==> config.mk <==
export PLATFORM = sky130hd
export DESIGN_NAME = serializer_piso_framed
export DESIGN_NICKNAME = d
export VERILOG_FILES = /design/src/rtl/serializer_piso_framed.sv
export SDC_FILE = /design/constraint.sdc
export NUM_CORES = 1
export LEC_CHECK = 0
export CORE_AREA = 4 4 43 45
export CTS_CLUSTER_SIZE = 25
export DETAILED_ROUTE_END_ITERATION = 8
export DIE_AREA = 0 0 47 49
export PLACE_DENSITY = 0.71
export RECOVER_POWER = 50
export SLEW_MARGIN = 20
export SYNTH_ARGS = -nofsm -noshare
export SYNTH_HDL_FRONTEND = slang
export SYNTH_SLANG_ARGS = --single-unit
==> constraint.sdc <==
create_clock -name clk -period 2.4 [get_ports clk]
set_input_delay 0.36 -clock clk [delete_from_list [all_inputs] [get_ports clk]]
set_output_delay 0.36 -clock clk [all_outputs]
set_load 0.01 [all_outputs]
==> src/rtl/serializer_piso_framed.sv <==
// Parallel-in/serial-out framer: accepts a word over valid/ready and emits an
// optional start bit followed by WIDTH data bits MSB-first, then GAP_CYCLES idle cycles.
module serializer_piso_framed #(
  parameter int unsigned WIDTH      = 4,
  parameter int unsigned START_BIT  = 1,
  parameter int unsigned GAP_CYCLES = 1
) (
  input  logic             clk,
  input  logic             clear_n,
  input  logic [WIDTH-1:0] data_in,
  input  logic             load_valid,
  output logic             load_ready,
  output logic             serial_out,
  output logic             serial_en,
  output logic             busy,
  output logic             frame_done
);

  localparam int unsigned BW = (WIDTH > 1) ? $clog2(WIDTH) : 1;
  localparam int unsigned GW = (GAP_CYCLES > 0) ? $clog2(GAP_CYCLES + 1) : 1;
  localparam logic [BW-1:0] BIT_LAST = BW'(WIDTH - 1);
  localparam logic [GW-1:0] GAP_LAST = GW'((GAP_CYCLES > 0) ? GAP_CYCLES - 1 : 0);

  typedef enum logic [1:0] {
    IDLE  = 2'd0,
    START = 2'd1,
    DATA  = 2'd2,
    GAP   = 2'd3
  } state_t;

  state_t            state_q, state_d;
  logic [WIDTH-1:0]  shreg_q, shreg_d;
  logic [BW-1:0]     bit_cnt_q, bit_cnt_d;
  logic [GW-1:0]     gap_cnt_q, gap_cnt_d;

  logic serial_out_q, serial_out_d;
  logic serial_en_q, serial_en_d;
  logic busy_q, busy_d;
  logic frame_done_q, frame_done_d;
  logic load_ready_q, load_ready_d;

  always_comb begin
    state_d   = state_q;
    shreg_d   = shreg_q;
    bit_cnt_d = bit_cnt_q;
    gap_cnt_d = gap_cnt_q;

    unique case (state_q)
      IDLE: begin
        if (load_valid && load_ready_q) begin
          shreg_d   = data_in;
          bit_cnt_d = '0;
          state_d   = (START_BIT != 0) ? START : DATA;
        end
      end
      START: state_d = DATA;
      DATA: begin
        shreg_d   = {shreg_q[WIDTH-2:0], 1'b0};
        bit_cnt_d = bit_cnt_q + BW'(1);
        if (bit_cnt_q == BIT_LAST) begin
          bit_cnt_d = '0;
          if (GAP_CYCLES > 0) begin
            state_d   = GAP;
            gap_cnt_d = '0;
          end else begin
            state_d = IDLE;
          end
        end
      end
      GAP: begin
        gap_cnt_d = gap_cnt_q + GW'(1);
        if (gap_cnt_q == GAP_LAST) begin
          state_d = IDLE;
        end
      end
      default: state_d = IDLE;
    endcase
  end

  // Outputs are registered from next-state values so they line up with the state they describe.
  always_comb begin
    serial_out_d = (state_d == START) || ((state_d == DATA) && shreg_d[WIDTH-1]);
    serial_en_d  = (state_d == START) || (state_d == DATA);
    busy_d       = (state_d != IDLE);
    load_ready_d = (state_d == IDLE);
    frame_done_d = (state_d == DATA) && (bit_cnt_d == BIT_LAST);
  end

  always_ff @(posedge clk or negedge clear_n) begin
    if (!clear_n) begin
      state_q      <= IDLE;
      shreg_q      <= '0;
      bit_cnt_q    <= '0;
      gap_cnt_q    <= '0;
      serial_out_q <= 1'b0;
      serial_en_q  <= 1'b0;
      busy_q       <= 1'b0;
      frame_done_q <= 1'b0;
      load_ready_q <= 1'b1;
    end else begin
      state_q      <= state_d;
      shreg_q      <= shreg_d;
      bit_cnt_q    <= bit_cnt_d;
      gap_cnt_q    <= gap_cnt_d;
      serial_out_q <= serial_out_d;
      serial_en_q  <= serial_en_d;
      busy_q       <= busy_d;
      frame_done_q <= frame_done_d;
      load_ready_q <= load_ready_d;
    end
  end

  assign serial_out = serial_out_q;
  assign serial_en  = serial_en_q;
  assign busy       = busy_q;
  assign frame_done = frame_done_q;
  assign load_ready = load_ready_q;

endmodule

# [After elaboration in Yosys (flattened, before gate mapping)]
# Index checks and enable logic that the tools add are counted.
[word_totals] output_inout_bits=5 in_bits=7 regBits=14 elab_cells=44
[classes] addsub=2 n_reduce_logical=12 eq_ne=9 muxes=11
[ops] cell="$eq 2x2->1 const B" count=5
[ops] cell="$mux 2" count=5
[ops] cell="$pmux 2 s4" count=1
[ops] cell="$pmux 4 s2" count=1
[ops] cell="$reduce_bool 2->1" count=3
[ops] cell="$eq 2x1->1 const B" count=2
[ops] cell="$logic_not 2->1" count=2
[ops] cell="$mux 4" count=1
[ops] cell="$ne 2x2->1 const B" count=2
[ops] cell="$pmux 2 s2" count=1
[ops] cell="$reduce_and 2->1" count=2
[ops] cell="$logic_and 1x1->1" count=3
[ops] cell="$add 2x1->2 const B" count=1
[ops] cell="$logic_or 1x1->1" count=2
[ops] cell="$pmux 1 s2" count=1
[ops] cell="$add 1x1->1 const B" count=1
[ops] cell="$mux 1" count=1

# [Longest topological paths before layout]
[depth] word_depth=6 mapped_depth=8 ltp_nobuf=8

# [Worst setup path after synthesis]
# No wires, ideal clock.
[synth_timing] path_kind="register to register" start="register bit_cnt_q[0]" end="register serial_out_q, in the netlist serial_out" slack_ns=0.602 path_stages_with_launch=9 arrival_time_ns=1.708 path_cell_list="dfrtp_1 -> ha_1 -> mux2_1 -> nand2_1 -> o31a_1 -> ha_1 -> inv_1 -> or3_1 -> o221ai_1"
[synth_between] elab_chain_len=6 elab_cells_between_ends=7
[synth_lines] element="start, declared" line_no="33" source="logic [BW-1:0] bit_cnt_q, bit_cnt_d;"
[synth_lines] element="start signal, assigned" line_no="103" source="bit_cnt_q <= bit_cnt_d;"
[synth_lines] element="$eq 2x2->1 *" line_no="60" source="if (bit_cnt_q == BIT_LAST) begin"
[synth_lines] element="$mux 2 *" line_no="60"
[synth_lines] element="$pmux 2 s4 *" line_no="48" source="unique case (state_q)"
[synth_lines] element="$eq 2x2->1" line_no="82" source="serial_out_d = (state_d == START) || ((state_d == DATA) && shreg_d[WIDTH-1]);"
[synth_lines] element="$logic_and 1x1->1" line_no="82"
[synth_lines] element="$logic_or 1x1->1 *" line_no="82"
[synth_lines] element="via serial_out_d" line_no="36" source="logic serial_out_q, serial_out_d;"
[synth_lines] element="end signal, assigned" line_no="105" source="serial_out_q <= serial_out_d;"
[synth_lines] element="end, declared" line_no="36"
# Mark *: on every way through the listed nets, which the timed path passes. The rest lies on a longest branch.
# A chain may end at the register's enable or synchronous reset.

# [Final worst setup path]
# Ends and elaborated chain as after synthesis.

==> impl_metrics.py <==
metrics = {
    "synth": {
        "post_synthesis_cell_area_sq_um": 678,
        "yosys_warnings": 0,
        "dominantRegCellSynth": "sky130_fd_sc_hd__dfrtp_1",
        "synthMostInstantiatedCell": "sky130_fd_sc_hd__dfrtp_1",
        "netlist-cell-type-count": 24,
        "netlist_top_cells_area": "sky130_fd_sc_hd__dfrtp_1, sky130_fd_sc_hd__ha_1, sky130_fd_sc_hd__a22oi_1, sky130_fd_sc_hd__nand2_1, sky130_fd_sc_hd__dfstp_2",
        "synth_top_cells_by_count": "sky130_fd_sc_hd__dfrtp_1, sky130_fd_sc_hd__nand2_1, sky130_fd_sc_hd__a22oi_1, sky130_fd_sc_hd__inv_1, sky130_fd_sc_hd__ha_1",
        "synth-seq-cells": 14,
        "synth_top_area_share": 0.480,
        "synth_area_per_cell_sq_um": 11.3,
        "number_of_synthesized_flops_with_an_enable_pin": 0,
        "yosysTopAreaCell": "sky130_fd_sc_hd__dfrtp_1",
        "ys_seq_area_frac": 0.518,
        "mappedNetlistNets": 71,
        "netlist_instances": 60,
        "synth_async_sr_flop_share": 1.00,
    },
    "drt": {
        "drtAntennaViolNets": 0,
        "drt_pre_antenna_iters": 5,
        "drc_errors": 0,
        "num_vias": 498,
        "avgViaCountPerCell": 5.53,
        "wire_per_inst_um": 13.4,
        "drtIter0Drc": 14,
        "wl_um": 1210,
    },
    "clock_tree": {
        "clock_tree_from_tritoncts": "done",
        "post_cts_resized": 0,
        "clock-root-buffer": "sky130_fd_sc_hd__clkbuf_4",
        "post-cts-setup-buffers": 0,
        "cts_sinks": 14,
        "ctsHtreeMaxLevel": 1,
        "clkLatencyLatePin_ns": 0.28,
        "clk_pin_slew_worst_paths_ns": 0.08,
        "cts-buffers-inserted": 3,
        "post_cts_hold_buffer_count": 0,
        "clock_tree.buffer_depth": 2,
    },
    "grt": {
        "grt_pass1_wl_um": 1990,
        "first_global_vias": 426,
        "grt_util_all_layers": 0.121,
        "initial_antenna_violation_count": 0,
        "grt_max_degree": 16,
        "global_route.overflow_total": 0,
    },
    "timing": {
        "final_period_minus_worst_setup_slack_ns": 1.96,
        "worst_slew_pin_slew_ns": 0.606,
        "hold_viol": 0,
        "slew_violations": 0,
        "final_setup_violation_count": 0,
        "fin_crit_sh": 0.817,
        "maxClockFrequency_mhz": 510,
        "slew_headroom": 0.595,
        "timing.clock.skew_ns": 0.0102,
        "unrepaired_setup_endpoints_after_global_routing": "no",
        "setup-tns-final_ns": 0,
    },
    "min_path": {
        "type_of_the_worst_min_delay_path": "flip-flop to flip-flop",
    },
    "layout": {
        "antennaDiodeCount": 0,
        "syn_to_final_growth_pct": 21.4,
        "finalNonFillerCells": 90,
        "layout-drive-gt1-share": 0.122,
        "nets": 86,
        "n_fill_cell": 141,
    },
    "die": {
        "number_of_placement_rows": 14,
        "fp.dieW_um": 47,
        "floorplan.die_area_sq_um": 2300,
        "design.core.area_sq_um": 1470,
        "floorplan.initialDensity": 0.461,
        "die_height_um": 49,
        "num_io_pins": 12,
    },
    "worst_setup_path": {
        "critical_path.cell_chain": "ha_1, mux2_1, nand2_1, o31a_1, ha_1, inv_1, or3_1, o221ai_1",
        "critical_path.slowest_cell": "sky130_fd_sc_hd__dfrtp_1",
        "cp_slowest_stage_delay_ns": 0.41,
        "setup.worst_path.class": "flip-flop to flip-flop",
        "critical_path_arrival_ns": 2.16,
        "cp_max_fo": 3,
        "crit_path_end_kind": "flip-flop",
        "critPathMostFrequentCell": "sky130_fd_sc_hd__ha_1",
        "required_ns": 2.60,
        "setup_crit_start_kind": "flip-flop",
    },
    "pwr": {
        "cellLeakagePower_nw": 0.381,
        "vdd.ir_drop.worst_mv": 0.625,
        "power.density_nw_per_um2": 1170,
    },
    "place": {
        "port-buffer-count": 11,
        "hpwl_um": 905,
        "globalplace.congestion": 0.747,
        "placedCellCount": 86,
    },
    "run": {
        "cap_violations": 0,
    },
    "outcome": {
        "status": "finished clean",
    },
}
## routing by layer
| metal | part of all wire | global-route usage | vias up |
|---|---|---|---|
| met4 | 0.010 | 0.0415 | 0 |
| met5 | 0 | 0 | - |
| met1 | 0.44 | 0.161 | 240 |
| li1 | - | - | 241 |
| met3 | 0.075 | 0.0701 | 2 |
| met2 | 0.47 | 0.163 | 15 |
## worst paths after layout
check	from	depth (start not counted)	end	slack, ns
max	bit_cnt_q[0]$_DFF_PN0_	8	serial_out$_DFF_PN0_	0.44
min	gap_cnt_q$_DFFE_PN0P_	2	gap_cnt_q$_DFFE_PN0P_	0.51
max reg2reg	bit_cnt_q[0]$_DFF_PN0_	8	serial_out$_DFF_PN0_	0.44
min reg2reg	gap_cnt_q$_DFFE_PN0P_	2	gap_cnt_q$_DFFE_PN0P_	0.51
max in group asynchronous	clear_n	1	state_q[0]$_DFF_PN0_	1.47
min in group asynchronous	clear_n	1	bit_cnt_q[1]$_DFF_PN0_	0.52
## placed cells by master, fill, tap and decap left out
| cell type | synthesis | layout |
|---|---|---|
| sky130_fd_sc_hd__o31ai_1 | 2 | 2 |
| sky130_fd_sc_hd__and3b_1 | 1 | 1 |
| sky130_fd_sc_hd__ha_1 | 4 | 4 |
| sky130_fd_sc_hd__clkdlybuf4s50_1 | 0 | 10 |
| sky130_fd_sc_hd__a22oi_1 | 5 | 5 |
| sky130_fd_sc_hd__or3_1 | 1 | 1 |
| sky130_fd_sc_hd__a21oi_1 | 1 | 1 |
| sky130_fd_sc_hd__inv_1 | 5 | 5 |
| sky130_fd_sc_hd__o31a_1 | 1 | 1 |
| sky130_fd_sc_hd__o21ai_0 | 3 | 3 |
| sky130_fd_sc_hd__dfstp_2 | 1 | 1 |
| sky130_fd_sc_hd__nor2_1 | 1 | 1 |
| sky130_fd_sc_hd__dfrtp_1 | 13 | 13 |
| sky130_fd_sc_hd__o21ai_1 | 3 | 3 |
| sky130_fd_sc_hd__o221ai_1 | 1 | 1 |
| sky130_fd_sc_hd__buf_4 | 1 | 1 |
| sky130_fd_sc_hd__nand2_1 | 9 | 9 |
| sky130_fd_sc_hd__dlygate4sd3_1 | 0 | 1 |
| sky130_fd_sc_hd__clkbuf_4 | 0 | 3 |
| sky130_fd_sc_hd__nand3b_2 | 1 | 1 |
| sky130_fd_sc_hd__mux2_1 | 1 | 1 |
| sky130_fd_sc_hd__mux2i_1 | 1 | 1 |
| sky130_fd_sc_hd__a221oi_2 | 1 | 1 |
| sky130_fd_sc_hd__o21a_1 | 1 | 1 |
| sky130_fd_sc_hd__nor2b_4 | 1 | 1 |
| sky130_fd_sc_hd__clkbuf_1 | 0 | 1 |
| sky130_fd_sc_hd__a22oi_2 | 1 | 1 |
## worst max-delay path, delay by kind of cell (launching register included)
| family | cells | cell delay [ns] |
|---|---|---|
| DFF | 1 | 0.41 |
| muxes | 1 | 0.31 |
| adders and majority gates | 2 | 0.38 |
| AOI/OAI and AO/OA | 2 | 0.33 |
| buffers and inverters | 1 | 0.06 |
| and+or+nand+nor | 2 | 0.39 |
## registers in the layout, indices dropped and copies added (netlist names)
name	flops
shreg_q	4
bit_cnt_q	2
state_q	2
busy	1
frame_done	1
gap_cnt_q	1
load_ready	1
serial_en	1
serial_out	1
## per-stage QoR
stage	utilization	instance area (sq um)	setup slack (ns)	total power (W)	hold slack (ns)
after detailed placement	0.542	797	0.422	0.000835	0.490
after global routing	0.560	823	0.329	0.00105	0.555
after CTS	0.560	823	0.446	0.000972	0.474
after global placement	0.542	797	0.447	0.000825	0.483
final	0.560	823	0.440	0.000960	0.511
after floorplan	-	678	0.602	0.000705	0.0644
## cell families after synthesis
logic type                 after synthesis  share of synthesized area
AOI/OAI and AO/OA                       19                      0.207
and+or+nand+nor                         14                      0.114
adders and majority gates                4                     0.0738
muxes                                    2                     0.0314
buffers and inverters                    7                     0.0554
DFF                                     14                      0.518
## power by group
part	total [W]	internal (W)	switching, W
clock network	0.000134	0.0000645	0.0000696
registers	0.000401	0.000329	0.0000719
logic	0.000425	0.000202	0.000223
## final cells by class
class | count | area (sq um) | share of cell area
Tap cell | 16 | 20.0 | 0.0243
Timing Repair Buffer | 12 | 118 | 0.143
Sequential cell | 14 | 352 | 0.427
Inverter | 5 | 18.8 | 0.0228
Multi-Input combinational cell | 39 | 289 | 0.351
Clock buffer | 4 | 26.3 | 0.0319
Note: power is estimated with default switching activity, not from simulation.
